File: config.mk
export PLATFORM = sky130hd
export DESIGN_NAME = burst_data
export DESIGN_NICKNAME = d
export VERILOG_FILES = /design/src/rtl/burst_data.sv
export SDC_FILE = /design/constraint.sdc
export NUM_CORES = 1
export LEC_CHECK = 0
export ABC_AREA = 1
export BUFFER_PORTS_ARGS = -buffer_cell sky130_fd_sc_hd__buf_2
export CAP_MARGIN = 20
export CORE_UTILIZATION = 44
export DETAILED_ROUTE_END_ITERATION = 8
export GPL_TIMING_DRIVEN = 0
export PLACE_DENSITY_LB_ADDON = 0.1
export SLEW_MARGIN = 10
export SYNTH_ARGS = -nofsm -noshare
export SYNTH_HDL_FRONTEND = slang
export SYNTH_SLANG_ARGS = --single-unit
File: constraint.sdc
create_clock -name clock_t -period 4.3 [get_ports clock_t]
set_input_delay 0.86 -clock clock_t [delete_from_list [all_inputs] [get_ports clock_t]]
set_output_delay 0.86 -clock clock_t [all_outputs]
set_load 0.05 [all_outputs]
File: src/rtl/burst_data.sv
// rtl/burst_data.sv - CAS-to-data-bus burst scheduler with latency countdown FIFO
module burst_data #(
    parameter int DATA_W = 16,
    parameter int DEPTH  = 4
) (
    input  logic              clock_t,
    input  logic              reset_n,
    input  logic              cas_rdy,
    input  logic [1:0]        cas_rw,
    input  logic [4:0]        CL,
    input  logic [4:0]        CWL,
    input  logic [4:0]        BL,
    input  logic [DATA_W-1:0] dq_in,
    input  logic [DATA_W-1:0] wr_data,
    output logic [DATA_W-1:0] dq_out,
    output logic              dq_oe,
    output logic              wr_ack,
    output logic [DATA_W-1:0] rd_data,
    output logic              rd_valid,
    output logic              rw_done,
    output logic              busy,
    output logic              cmd_ovf,
    output logic              bus_err
);

    localparam int CW = $clog2(DEPTH + 1);

    typedef enum logic [1:0] {
        DATA_IDLE,
        DATA_WAIT,
        DATA_XFER
    } state_t;

    state_t state, state_nxt;

    // Entry 0 is the head; slot DEPTH is a permanently empty spare so the
    // shift-down on retire never reads past the array.
    logic [4:0] e_cnt  [0:DEPTH];
    logic [4:0] e_half [0:DEPTH];
    logic       e_wr   [0:DEPTH];

    logic [CW-1:0] count;
    logic [CW-1:0] wr_idx;
    logic [4:0]    beat;
    logic [4:0]    lat;
    logic          legal;
    logic          accept;
    logic          xfer_last;
    logic          final_idle;
    logic          rd_pend;

    function automatic logic [4:0] sat_dec(input logic [4:0] v);
        return (v == 5'd0) ? 5'd0 : v - 5'd1;
    endfunction

    assign legal     = (cas_rw == 2'b01) || (cas_rw == 2'b10);
    assign xfer_last = (state == DATA_XFER) && (beat == e_half[0] - 5'd1);
    assign accept    = cas_rdy && legal && ((count != CW'(DEPTH)) || xfer_last);
    assign lat       = (cas_rw == 2'b01) ? CL : CWL;
    assign wr_idx    = xfer_last ? count - CW'(1) : count;
    // Last beat of the last queued burst with nothing arriving behind it.
    assign final_idle = xfer_last && (count == CW'(1)) && !accept;

    assign dq_oe  = (state == DATA_XFER) && e_wr[0];
    assign wr_ack = dq_oe;
    assign dq_out = dq_oe ? wr_data : '0;
    assign busy   = (state != DATA_IDLE) || (count != '0);

    // State register.
    always_ff @(posedge clock_t or negedge reset_n) begin
        if (!reset_n) begin
            state <= DATA_IDLE;
        end else begin
            state <= state_nxt;
        end
    end

    // Next-state: countdown values of 1 mean the first beat is on the next cycle.
    always_comb begin
        state_nxt = state;
        case (state)
            DATA_IDLE: begin
                if (accept) begin
                    state_nxt = DATA_WAIT;
                end
            end
            DATA_WAIT: begin
                if (e_cnt[0] <= 5'd1) begin
                    state_nxt = DATA_XFER;
                end
            end
            DATA_XFER: begin
                if (xfer_last) begin
                    if ((count > CW'(1)) && (e_cnt[1] <= 5'd1)) begin
                        state_nxt = DATA_XFER;
                    end else if ((count > CW'(1)) || accept) begin
                        state_nxt = DATA_WAIT;
                    end else begin
                        state_nxt = DATA_IDLE;
                    end
                end
            end
            default: state_nxt = DATA_IDLE;
        endcase
    end

    // Beat counter within the current burst; restarts on every burst entry.
    always_ff @(posedge clock_t or negedge reset_n) begin
        if (!reset_n) begin
            beat <= '0;
        end else if ((state == DATA_XFER) && !xfer_last) begin
            beat <= beat + 5'd1;
        end else begin
            beat <= '0;
        end
    end

    // Command FIFO: age every countdown, shift on retire, append on accept.
    // The accept cycle itself counts, so the stored countdown is latency-1.
    always_ff @(posedge clock_t or negedge reset_n) begin
        if (!reset_n) begin
            for (int i = 0; i <= DEPTH; i++) begin
                e_cnt[i]  <= '0;
                e_half[i] <= '0;
                e_wr[i]   <= 1'b0;
            end
            count <= '0;
        end else begin
            for (int i = 0; i < DEPTH; i++) begin
                if (xfer_last) begin
                    e_cnt[i]  <= sat_dec(e_cnt[i+1]);
                    e_half[i] <= e_half[i+1];
                    e_wr[i]   <= e_wr[i+1];
                end else begin
                    e_cnt[i] <= sat_dec(e_cnt[i]);
                end
            end
            if (accept) begin
                e_cnt[wr_idx]  <= lat - 5'd1;
                e_half[wr_idx] <= BL >> 1;
                e_wr[wr_idx]   <= (cas_rw == 2'b10);
            end
            count <= count + CW'(accept) - CW'(xfer_last);
        end
    end

    // Read capture, completion pulse and sticky error flags. Read completion
    // waits one extra cycle so it follows the last registered rd_valid.
    always_ff @(posedge clock_t or negedge reset_n) begin
        if (!reset_n) begin
            rd_data  <= '0;
            rd_valid <= 1'b0;
            rd_pend  <= 1'b0;
            rw_done  <= 1'b0;
            cmd_ovf  <= 1'b0;
            bus_err  <= 1'b0;
        end else begin
            rd_valid <= (state == DATA_XFER) && !e_wr[0];
            if ((state == DATA_XFER) && !e_wr[0]) begin
                rd_data <= dq_in;
            end
            rd_pend <= final_idle && !e_wr[0];
            rw_done <= (final_idle && e_wr[0]) || rd_pend;
            if (cas_rdy && legal && !accept) begin
                cmd_ovf <= 1'b1;
            end
            if ((state == DATA_XFER) && (count > CW'(1)) && (e_cnt[1] == 5'd0)) begin
                bus_err <= 1'b1;
            end
        end
    end

endmodule

---- Word level (Yosys, flattened, before mapping) ----
Index checks and enable logic that the tools add are counted.
word-level totals
  register bits ........................... 86
  input port bits ......................... 52
  output and inout port bits .............. 39
  word-level logic and storage cells ...... 120
cells by class
  $add $sub $neg .......................... 11
  magnitude comparators ................... 5
  equal/unequal tests ..................... 10
  multiplexer cells ....................... 37
  bitwise gates (word level) .............. 1
  reduce and logical (&&, ||, !) cells .... 32
operators by type and width
  operator                                                               number
  5-bit 2-to-1 mux                                                       17
  25-bit bitwise mux                                                     2
  25-bit 2-to-1 mux                                                      2
  5-bit by 1-bit subtractor with 5-bit output, second input constant     7
  5-bit zero test                                                        5
  16-bit 2-to-1 mux                                                      1
  5-bit demux with 3-bit select                                          1
  1-bit logical AND                                                      15
  5-bit by 1-bit <= comparator with 1-bit output, second input constant  2
  2-bit 2-to-1 mux                                                       4
  1-bit 2-to-1 mux                                                       6
  2-bit inequality test, second input constant                           3
  2-bit one-hot mux with 3 select lines                                  1
  5-bit by 1-bit adder with 5-bit output, second input constant          1
  5-bit bitwise mux                                                      1
  5-bit equality test                                                    1
  1-bit logical OR                                                       5
  2-bit by 1-bit equality test with 1-bit output, second input constant  2
  2-bit equality test, second input constant                             2
  4-bit >= comparator, second input constant                             1
  4-bit by 1-bit < comparator with 1-bit output, second input constant   1
  3-bit inverter with 4-bit output                                       1
  3-bit by 1-bit adder with 3-bit output                                 1
  1-bit demux with 3-bit select                                          1
  11 further kinds                                                       13

---- Longest topological paths before layout ----
Gate-level depths: netlist of run 1.
  depth after elaboration ................. 11
  gate-level depth with buffers ........... 17

---- Least setup slack after synthesis of run 1 ----
Ideal clock, no wire load.
  kind .................................... reg2out
  from .................................... register state[0]
  to ...................................... output port dq_out[10]
  data arrival time ....................... 2.634 ns
  required time ........................... 3.440 ns
  path slack .............................. 0.806 ns
  stages on the path, launching flop included .. 7
  path through ............................ dfrtp_1 -> nor2_2 -> inv_1 -> nor2_1 -> inv_1 -> clkbuf_1 -> nor2_1
between the ends
  word-level cells in the longest chain between the ends .. 3
RTL lines
  item                    RTL line  RTL
  start, declared         34        state_t state, state_nxt;
  start signal, assigned  74        state <= state_nxt;
  2-bit equality test     64        assign dq_oe = (state == DATA_XFER) && e_wr[0];
  1-bit logical AND       64
  net dq_oe               16        output logic dq_oe,
  16-bit 2-to-1 mux       66        assign dq_out = dq_oe ? wr_data : '0;
  end, declared           15        output logic [DATA_W-1:0] dq_out,
The timed path passes the listed nets, and every way through them passes these cells.

---- Worst setup path in the final report of run 1 ----
  from .................................... register state[1]
  to ...................................... output port dq_out[8]
between the ends
  word-level cells in the longest chain between the ends .. 3
RTL lines
  item                 RTL line
  2-bit equality test  64
  1-bit logical AND    64
  16-bit 2-to-1 mux    66
Every way passes these cells.

==> impl_metrics.py, run 1 <==
metrics = {
    "clock_tree": {
        "cts_inserted_buffers": 9,
        "post-cts-setup-buffer-count": 0,
        "cts.htree.levels": 3,
        "tritoncts_clock_tree": "yes",
        "tritoncts_num_sinks": 86,
        "insertion_delay_ps": 350,
        "cts-resized-gates": 0,
        "cell_at_the_root_of_the_clock_tree": "clkbuf_16",
        "ctsLongestPathBuffers": 2,
        "clk_transition_reported_paths_ps": 60,
        "cts_hold_buffers": 0,
    },
    "timing": {
        "setup_violations": 0,
        "final_max_slew_viol_count": 0,
        "skew_ps": 8.87,
        "max_clock_freq_ghz": 0.328,
        "fin_ws_ps": 1250,
        "tightestPinTransition_ps": 744,
        "period_utilisation_layout": 0.709,
        "totalNegativeSetupSlack_ps": 0,
        "slew_headroom": 0.490,
        "grt_setup_unrepaired": "no",
        "final_hold_viol_count": 0,
        "final_period_minus_worst_setup_slack_ps": 3050,
    },
    "place": {
        "place_worst_setup_slack_ps": 864,
        "detailed_place_hpwl_um": 9010,
        "placement.io_buffers": 89,
        "gp_congestion": 0.817,
    },
    "power": {
        "peakVddDrop_mv": 0.359,
        "netSwitchingFraction": 0.466,
        "cell_internal_power_mw": 2.28,
        "share_comb_of_total_power": 0.507,
        "cellPowerDensity_mw_per_mm2": 710,
        "power_frac_clock": 0.175,
        "power.share.sequential": 0.318,
        "switching_power_mw": 1.99,
        "leakagePower_nw": 3.41,
    },
    "setup_path": {
        "crit_arrival_ps": 2190,
        "critical-path-top-cell-by-count": "inv_1",
        "r2r_start": "e_half[20]$_DFF_PN0_",
        "critical_path.reg2reg.endpoint": "count[1]$_DFF_PN0_",
        "slowest_delay_ps": 380,
        "crit_path_max_fanout": 10,
        "crit_slowest_cell": "dfrtp_1",
        "timing.critical_path.from": "state[1]$_DFFE_PN0P_",
        "rrSetupSlack_ps": 1390,
        "cp_top_family": "buffers and inverters",
        "crit_required_ps": 3440,
        "critPathBufInv": 5,
        "crit_path_cell_trace": "inv_1 -> nor2_2 -> inv_1 -> nor2_1 -> inv_1 -> clkbuf_1 -> nor2_1 -> buf_2",
        "ff2ff_path_depth": 16,
        "setup.worst_path.end_class": "output port",
        "critPathLaunchType": "register",
        "timing_worst_setup_path_type": "reg -> out",
    },
    "layout": {
        "area.sequential_mm2": 0.00215,
        "num-fill-cells": 1078,
        "diode_count": 0,
        "multiInputGateArea_mm2": 0.00248,
        "design.final.nets": 871,
        "area_delta_synth_final_pct": 18.4,
        "drive_above_1_share": 0.194,
    },
    "status": {
        "outcome": "finished clean",
    },
    "yosys": {
        "ys.warnings.count": 0,
        "yosysSeqAreaShare": 0.424,
        "yosysUniqueCellTypes": 33,
        "synthesis.area_per_instance_um2": 7.27,
        "synth-seq-cells": 86,
        "synth_cells": 698,
        "post_synth_instance_area_mm2": 0.00507,
        "synth.net_count": 770,
    },
    "drt": {
        "via_per_inst": 4.82,
        "drt_first_pass_iters": 5,
        "antenna_violating_nets_post_route": 0,
        "average_detailed_routed_wire_length_per_instance_um": 12.7,
        "num_vias": 4551,
        "drcViolationCount": 0,
        "drt_iter0_drc": 187,
        "drt_wl_total_um": 12000,
    },
    "die": {
        "initial_utilization": 0.460,
        "fp.coreArea_mm2": 0.0110,
        "die-width_um": 109,
        "fp-row-count": 38,
        "fp.dieArea_mm2": 0.0120,
        "pin_count": 91,
        "chipHeight_um": 109,
    },
    "global_route": {
        "globalRouteOverflowTotal": 0,
        "grt_first_pass_wirelength_um": 19800,
        "largest_net_degree_at_the_start_of_global_routing": 57,
        "vias_in_the_first_global_route": 4247,
        "track_usage": 0.217,
        "antenna_violations_before_repair": 0,
    },
    "min_path": {
        "hold_path_startpoint": "rd_pend$_DFF_PN0_",
        "min_path_cells": 1,
        "end_of_the_worst_hold_path": "rw_done$_DFF_PN0_",
        "min_path_type": "reg -> reg",
    },
    "run": {
        "number_of_max_capacitance_violations_reported": 0,
    },
}
## layout make-up
cell class	instances	area share
plain buffers	21	0.0212
clock buffers	10	0.0398
clock inverters	6	0.00750
inverters	84	0.0525
multi-input cells	507	0.413
flip-flops and latches	86	0.358
well taps	140	0.0291
repair buffers	90	0.0791
## per-layer routing
metal / track usage / wire length [um] / vias to the layer above
li1: - / - / 2344
met1: 0.269 / 5550 / 2094
met2: 0.383 / 5840 / 102
met3: 0.0368 / 460 / 11
met4: 0.0714 / 151 / 0
met5: 0 / 0 / -
## synthesized netlist by cell type
master,instances,area (um^2)
inv_1,80,300
fa_1,1,20.0
a22o_1,1,8.76
mux2i_1,7,70.1
nand3_1,33,165
o31ai_1,1,7.51
a22oi_1,1,7.51
nor3_1,1,5.00
o21bai_1,3,22.5
clkbuf_1,9,33.8
buf_4,6,45.0
or2_2,7,43.8
nand3b_1,2,15.0
nand2_2,9,56.3
nor2_1,57,214
nand4_1,8,50.1
xor2_1,4,35.0
a21o_1,2,15.0
o21ai_0,39,195
nor2_4,3,33.8
nand3_2,1,10.0
or2_0,1,6.26
inv_2,4,15.0
buf_2,3,15.0
nand2_4,6,67.6
buf_6,3,33.8
nor2_8,1,20.0
nand2_1,281,1050
ha_1,19,238
nor2_2,7,43.8
dfrtp_1,86,2150
a21oi_1,8,40.0
xnor2_1,4,35.0
## placed cells by master (no fill, tap or decap), drive strengths merged, types with 2 or more instances in the layout
master,synthesis,layout
xor2,4,4
o21ai,39,39
o21bai,3,3
clkinv,0,2
clkinvlp,0,3
inv,84,85
nand3b,2,2
ha,19,19
xnor2,4,4
mux2i,7,7
buf,12,102
or2,8,8
nand3,34,34
nand4,8,8
a21oi,8,8
a21o,2,2
nor2,68,68
clkbuf,9,19
nand2,296,296
dfrtp,86,86
## logic make-up (layout without fill, tap and decap cells)
kind of cell / count (synthesis) / in the layout / share of synthesized area
DFF: 86 / 86 / 0.424
AOI/OAI and AO/OA: 55 / 55 / 0.0584
muxes: 7 / 7 / 0.0138
xor gates and xnor gates: 8 / 8 / 0.0138
adders and majority gates: 20 / 20 / 0.0508
buffers and inverters: 105 / 211 / 0.0873
and+or+nand+nor: 417 / 417 / 0.352
## stage by stage
stage	util	area (um^2)	hold WS (ps)	total power, mW	cells
detailed placement	0.519	5730	431	3.53	928
global route	0.545	6010	464	4.65	944
CTS	0.545	6010	448	4.29	944
finish	0.545	6010	446	4.27	944
floorplan	-	5070	417	3.02	698
global placement	0.516	5700	436	3.47	927
## worst max path at each step
stage,endpoint,slack [ps],depth (start not counted)
6_report,dq_out[8],1250,8
3_5_place_dp,register,860,10
2_1_floorplan,dq_out[10],810,6
4_1_cts,dq_out[8],1210,8
3_3_place_gp,e_cnt[24]$_DFF_PN0_,920,10
5_1_grt,register,980,10
## power by group through the flow
stage               combinational (mW)  clock (mW)  sequential (mW)
detailed placement                2.16           0             1.37
floorplan                         1.40           0             1.62
global placement                  2.10           0             1.36
finish                            2.16       0.745             1.36
CTS                               2.17       0.764             1.35
global route                      2.46       0.792             1.40
Power figures use the tool's default switching activity.
==> run 2, diff against run 1 <==
Settings changed: ABC_AREA 1 to 0.
Clock period 4.3 ns to 3 ns, I/O delays scaled along.
==> impl_metrics.py, run 2 <==
metrics = {
    "global_route": {
        "antenna_violations_before_repair": 0,
        "vias_in_the_first_global_route": 3736,
        "largest_net_degree_at_the_start_of_global_routing": 48,
        "globalRouteOverflowTotal": 0,
        "track_usage": 0.213,
        "grt_first_pass_wirelength_um": 18700,
    },
    "yosys": {
        "yosysUniqueCellTypes": 56,
        "synth-seq-cells": 86,
        "post_synth_instance_area_mm2": 0.00482,
        "synth_cells": 481,
        "synthesis.area_per_instance_um2": 10.0,
        "synth-async-reset-ratio": 1.00,
        "synth.cells.most_frequent": "dfrtp_1 (86), nand2_1 (53), nor3_1 (35), mux2_2 (29), nor2_1 (27)",
        "dominantRegCellSynth": "dfrtp_1",
        "yosysSeqAreaShare": 0.447,
        "yosys.cell_count.top_type": "dfrtp_1",
        "synth.net_count": 553,
        "synth-edff-count": 0,
        "ys.warnings.count": 0,
        "ys_top_cells_by_area": "dfrtp_1 (45%), mux2_2 (6.8%), mux2i_1 (5.4%), ha_1 (4.9%), nand2_1 (4.1%)",
        "synth_area_leader_cell": "dfrtp_1",
        "post-synth-top-area-fraction": 0.447,
    },
    "die": {
        "chipHeight_um": 107,
        "pin_count": 91,
        "fp.dieArea_mm2": 0.0114,
        "fp.coreArea_mm2": 0.0105,
        "fp-row-count": 37,
        "initial_utilization": 0.460,
        "die-width_um": 107,
    },
    "drt": {
        "drt_iter0_drc": 208,
        "antenna_violating_nets_post_route": 0,
        "average_detailed_routed_wire_length_per_instance_um": 15.4,
        "drcViolationCount": 0,
        "drt_wl_total_um": 11200,
        "drt_first_pass_iters": 4,
        "num_vias": 3888,
        "via_per_inst": 5.34,
    },
    "layout": {
        "design.final.nets": 659,
        "diode_count": 0,
        "area.sequential_mm2": 0.00215,
        "final_cell_mix": "buf_2 (91), dfrtp_1 (86), nand2_1 (53)",
        "drive_above_1_share": 0.282,
        "area_delta_synth_final_pct": 18.1,
        "multiInputGateArea_mm2": 0.00245,
        "final_common_cell": "buf_2",
        "num-fill-cells": 994,
    },
    "clock_tree": {
        "tritoncts_clock_tree": "yes",
        "clk_transition_reported_paths_ps": 90,
        "insertion_delay_ps": 380,
        "cts_inserted_buffers": 9,
        "cts.htree.levels": 3,
        "tritoncts_num_sinks": 86,
        "ctsLongestPathBuffers": 2,
        "cell_at_the_root_of_the_clock_tree": "clkbuf_8",
    },
    "timing": {
        "totalNegativeSetupSlack_ps": 0,
        "final_max_slew_viol_count": 0,
        "tightestPinTransition_ps": 656,
        "setup_violations": 0,
        "slew_headroom": 0.559,
        "max_clock_freq_ghz": 0.352,
        "skew_ps": 7.42,
        "whs_ps": 195,
        "period_utilisation_layout": 0.948,
        "final_period_minus_worst_setup_slack_ps": 2840,
        "final_hold_viol_count": 0,
    },
    "power": {
        "leakagePower_nw": 2.73,
        "peakVddDrop_mv": 0.528,
        "cellPowerDensity_mw_per_mm2": 1010,
    },
    "min_path": {
        "min_path_type": "in -> async",
    },
    "setup_path": {
        "critPathBufInv": 2,
        "crit_path_cell_trace": "inv_1 -> ha_1 -> or4b_2 -> buf_2",
        "crit_arrival_ps": 2240,
        "timing_worst_setup_path_type": "reg -> out",
        "crit_path_max_fanout": 9,
        "slowest_delay_ps": 610,
        "crit_slowest_cell": "or4b_2",
        "crit_required_ps": 2400,
        "cp_top_family": "simple AND/OR/NAND/NOR gates",
        "setup.worst_path.end_class": "output port",
        "critPathLaunchType": "register",
    },
    "status": {
        "outcome": "finished clean",
    },
    "place": {
        "detailed_place_hpwl_um": 8230,
        "placement.io_buffers": 89,
        "gp_congestion": 0.813,
    },
    "run": {
        "number_of_max_capacitance_violations_reported": 0,
    },
}
[run 2: changes by cell type after synthesis, moves of 29 or more]
| cell | before | now |
|---|---|---|
| nand3_1 | 33 | 4 |
| mux2_2 | 0 | 29 |
| nor3_1 | 1 | 35 |
| nand2_1 | 281 | 53 |
| inv_1 | 80 | 25 |
| nor2_1 | 57 | 27 |
[run 2: stage by stage]
stage               utilization  power (mW)  cells  area, um^2  setup slack (ps)
floorplan                     -        4.25    481        4820               300
global placement          0.519        4.83    706        5430              72.2
detailed placement        0.522        4.93    707        5460              36.7
CTS                       0.539        5.71    723        5640              34.5
global route              0.544        6.21    728        5690             -15.0
finish                    0.544        5.74    728        5690               155
[run 2: final timing paths]
path | cells after the start | start | slack, ps | endpoint
max | 4 | count[1]$_DFF_PN0_ | 160 | busy
max reg2reg | 10 | e_half[20]$_DFF_PN0_ | 160 | e_cnt[9]$_DFF_PN0_
min in group clock_t | 2 | dq_in[4] | 450 | rd_data[4]$_DFFE_PN0P_
min reg2reg | 1 | rd_pend$_DFF_PN0_ | 460 | rw_done$_DFF_PN0_
min | 1 | reset_n | 190 | state[1]$_DFFE_PN0P_
max in group asynchronous | 2 | reset_n | 2170 | e_cnt[14]$_DFF_PN0_
[run 2: cells by family after synthesis]
| kind of cell | synth area share |
|---|---|
| AO/OA/AOI/OAI | 0.118 |
| XOR/XNOR | 0.0343 |
| adder cells (fa/ha/maj) | 0.0535 |
| buffers and inverters | 0.0455 |
| flip-flops | 0.447 |
| multiplexers | 0.129 |
| AND/OR/NAND/NOR | 0.173 |
[run 2: report_power, final]
| part | internal, mW | switching (mW) |
|---|---|---|
| clock network | 0.311 | 0.459 |
| logic | 1.14 | 1.77 |
| registers | 1.68 | 0.385 |
[run 2: area by class of cell]
type	count	area share
Timing Repair Buffer	95	0.0902
Inverter	25	0.0165
Multi-Input combinational cell	345	0.431
Tap cell	136	0.0299
Clock buffer	9	0.0218
Clock inverter	7	0.00946
Buffer	25	0.0224
Sequential cell	86	0.378
[run 2: what timing repair did]
action | 4_1_cts | 5_1_grt
setup buffers | 0 | 5
setup endpoints to repair | 0 | 4
hold buffers | 0 | 0
gates resized for setup | 0 | 3
[run 2: layer usage]
metal	global-route usage	up-vias	wire, um
li1	-	1895	-
met3	0.0334	15	440
met5	0	-	0
met2	0.346	95	5310
met1	0.285	1883	5220
met4	0.0851	0	209
==> run 3, diff against run 2 <==
Settings changed: BUFFER_PORTS_ARGS -buffer_cell sky130_fd_sc_hd__buf_2 to -buffer_cell sky130_fd_sc_hd__clkbuf_2.
Clock period 3 ns to 3.27 ns, I/O delays scaled along.
==> impl_metrics.py, run 3 (synthesized netlist as in run 2, its figures left out) <==
metrics = {
    "power": {
        "post-layout-total-power_mw": 5.21,
        "leakagePower_nw": 2.70,
        "cellPowerDensity_mw_per_mm2": 922,
        "peakVddDrop_mv": 0.507,
    },
    "layout": {
        "final_common_cell": "clkbuf_2",
        "design.final.nets": 654,
        "area_delta_synth_final_pct": 17.2,
        "diode_count": 0,
        "final-instance-count-excl-fill": 723,
        "final_cell_mix": "clkbuf_2 (88), dfrtp_1 (86), nand2_1 (53)",
        "final_core_utilization": 0.540,
        "drive_above_1_share": 0.274,
        "num-fill-cells": 969,
    },
    "global_route": {
        "grt_first_pass_wirelength_um": 18900,
        "track_usage": 0.215,
        "vias_in_the_first_global_route": 3761,
        "antenna_violations_before_repair": 0,
        "globalRouteOverflowTotal": 0,
        "largest_net_degree_at_the_start_of_global_routing": 45,
    },
    "timing": {
        "max_clock_freq_ghz": 0.342,
        "final_period_minus_worst_setup_slack_ps": 2930,
        "tightestPinTransition_ps": 669,
        "whs_ps": 310,
        "final_max_slew_viol_count": 0,
        "slew_headroom": 0.554,
        "skew_ps": 7.45,
        "period_utilisation_layout": 0.895,
        "grt_setup_unrepaired": "no",
        "setup_violations": 0,
        "final_hold_viol_count": 0,
        "totalNegativeSetupSlack_ps": 0,
    },
    "clock_tree": {
        "post-cts-setup-buffer-count": 0,
        "cell_at_the_root_of_the_clock_tree": "clkbuf_8",
        "insertion_delay_ps": 370,
        "cts-resized-gates": 0,
        "tritoncts_clock_tree": "yes",
        "tritoncts_num_sinks": 86,
        "ctsLongestPathBuffers": 2,
        "cts_hold_buffers": 0,
        "cts.htree.levels": 3,
        "cts_inserted_buffers": 9,
        "clk_transition_reported_paths_ps": 90,
    },
    "die": {
        "initial_utilization": 0.460,
        "pin_count": 91,
        "die-width_um": 107,
        "fp.coreArea_mm2": 0.0105,
        "chipHeight_um": 107,
        "fp.dieArea_mm2": 0.0114,
        "fp-row-count": 37,
    },
    "drt": {
        "drt_first_pass_iters": 4,
        "drcViolationCount": 0,
        "antenna_violating_nets_post_route": 0,
        "via_per_inst": 5.35,
        "average_detailed_routed_wire_length_per_instance_um": 15.3,
        "drt_wl_total_um": 11100,
        "drt_iter0_drc": 213,
        "num_vias": 3867,
    },
    "setup_path": {
        "timing_worst_setup_path_type": "reg -> reg",
        "crit_required_ps": 3530,
        "crit_arrival_ps": 3180,
        "setup.worst_path.end_class": "register",
        "r2r_start": "e_half[20]$_DFF_PN0_",
        "critPathLaunchType": "register",
        "crit_path_max_fanout": 8,
        "timing.critical_path.from": "e_half[20]$_DFF_PN0_",
    },
    "min_path": {
        "min_path_type": "in -> async",
    },
    "place": {
        "dp.cells": 707,
        "placement.io_buffers": 89,
        "gp_congestion": 0.813,
        "detailed_place_hpwl_um": 8300,
    },
    "status": {
        "outcome": "finished clean",
    },
    "run": {
        "number_of_max_capacitance_violations_reported": 0,
    },
}
## run 3: cell types whose count changed in the layout (fill, tap and decap cells not counted)
cell / before / now
clkbuf_2: 0 / 88
a21boi_4: 1 / 0
clkbuf_4: 0 / 1
clkinv_4: 1 / 2
clkbuf_8: 9 / 10
buf_4: 10 / 3
a21boi_2: 1 / 2
clkbuf_1: 12 / 13
inv_6: 4 / 2
buf_2: 91 / 4
clkinv_2: 2 / 0
clkinvlp_4: 0 / 1
## run 3: where the power goes
| part | leakage, nW | switching [mW] | internal, mW |
|---|---|---|---|
| clock network | 0.0905 | 0.403 | 0.305 |
| logic | 1.56 | 1.60 | 0.995 |
| registers | 1.05 | 0.357 | 1.54 |
| total | 2.70 | 2.36 | 2.84 |
## run 3: final timing paths
check / to / slack (ps) / depth (start not counted)
worst max-delay path: count[2]$_DFF_PN0_ / 340 / 12
worst min-delay path: state[1]$_DFFE_PN0P_ / 310 / 1
worst max register to register: count[2]$_DFF_PN0_ / 340 / 12
worst min register to register: rw_done$_DFF_PN0_ / 460 / 1
max in group asynchronous: asynchronous set/reset pin / 2320 / 2
min in group clock_t: rw_done$_DFF_PN0_ / 460 / 1
## run 3: metal layers
layer	global-route usage	vias up	wire length, um
li1	-	1886	-
met2	0.345	99	5310
met1	0.294	1872	5150
met5	0	-	0
met3	0.0407	10	511
met4	0.0646	0	97
## run 3: final cells by class
| type | instances | area (um^2) | share of cell area |
|---|---|---|---|
| multi-input cells | 345 | 2440 | 0.433 |
| flip-flops and latches | 86 | 2150 | 0.381 |
| repair buffers | 90 | 475 | 0.0842 |
| well taps | 136 | 170 | 0.0301 |
| clock buffers | 11 | 141 | 0.0250 |
| plain buffers | 25 | 125 | 0.0222 |
| inverters | 25 | 93.8 | 0.0166 |
| clock inverters | 5 | 42.5 | 0.00754 |
## run 3: stage by stage
stage	instance area [um^2]	setup WS, ps
global route	5650	117
CTS	5650	304
finish	5650	344
detailed placement	5460	277
global placement	5430	295
floorplan	4820	570
## run 3: critical path: stages, from the launching register on
cell and delay, ps:
dfrtp_1 430, inv_1 60, ha_1 240, nand2b_1 170, a21boi_2 310, o2111a_1 230
buf_2 210, o21ai_0 130, ha_1 320, inv_1 40, ha_1 180, fa_1 370
xnor2_1 130
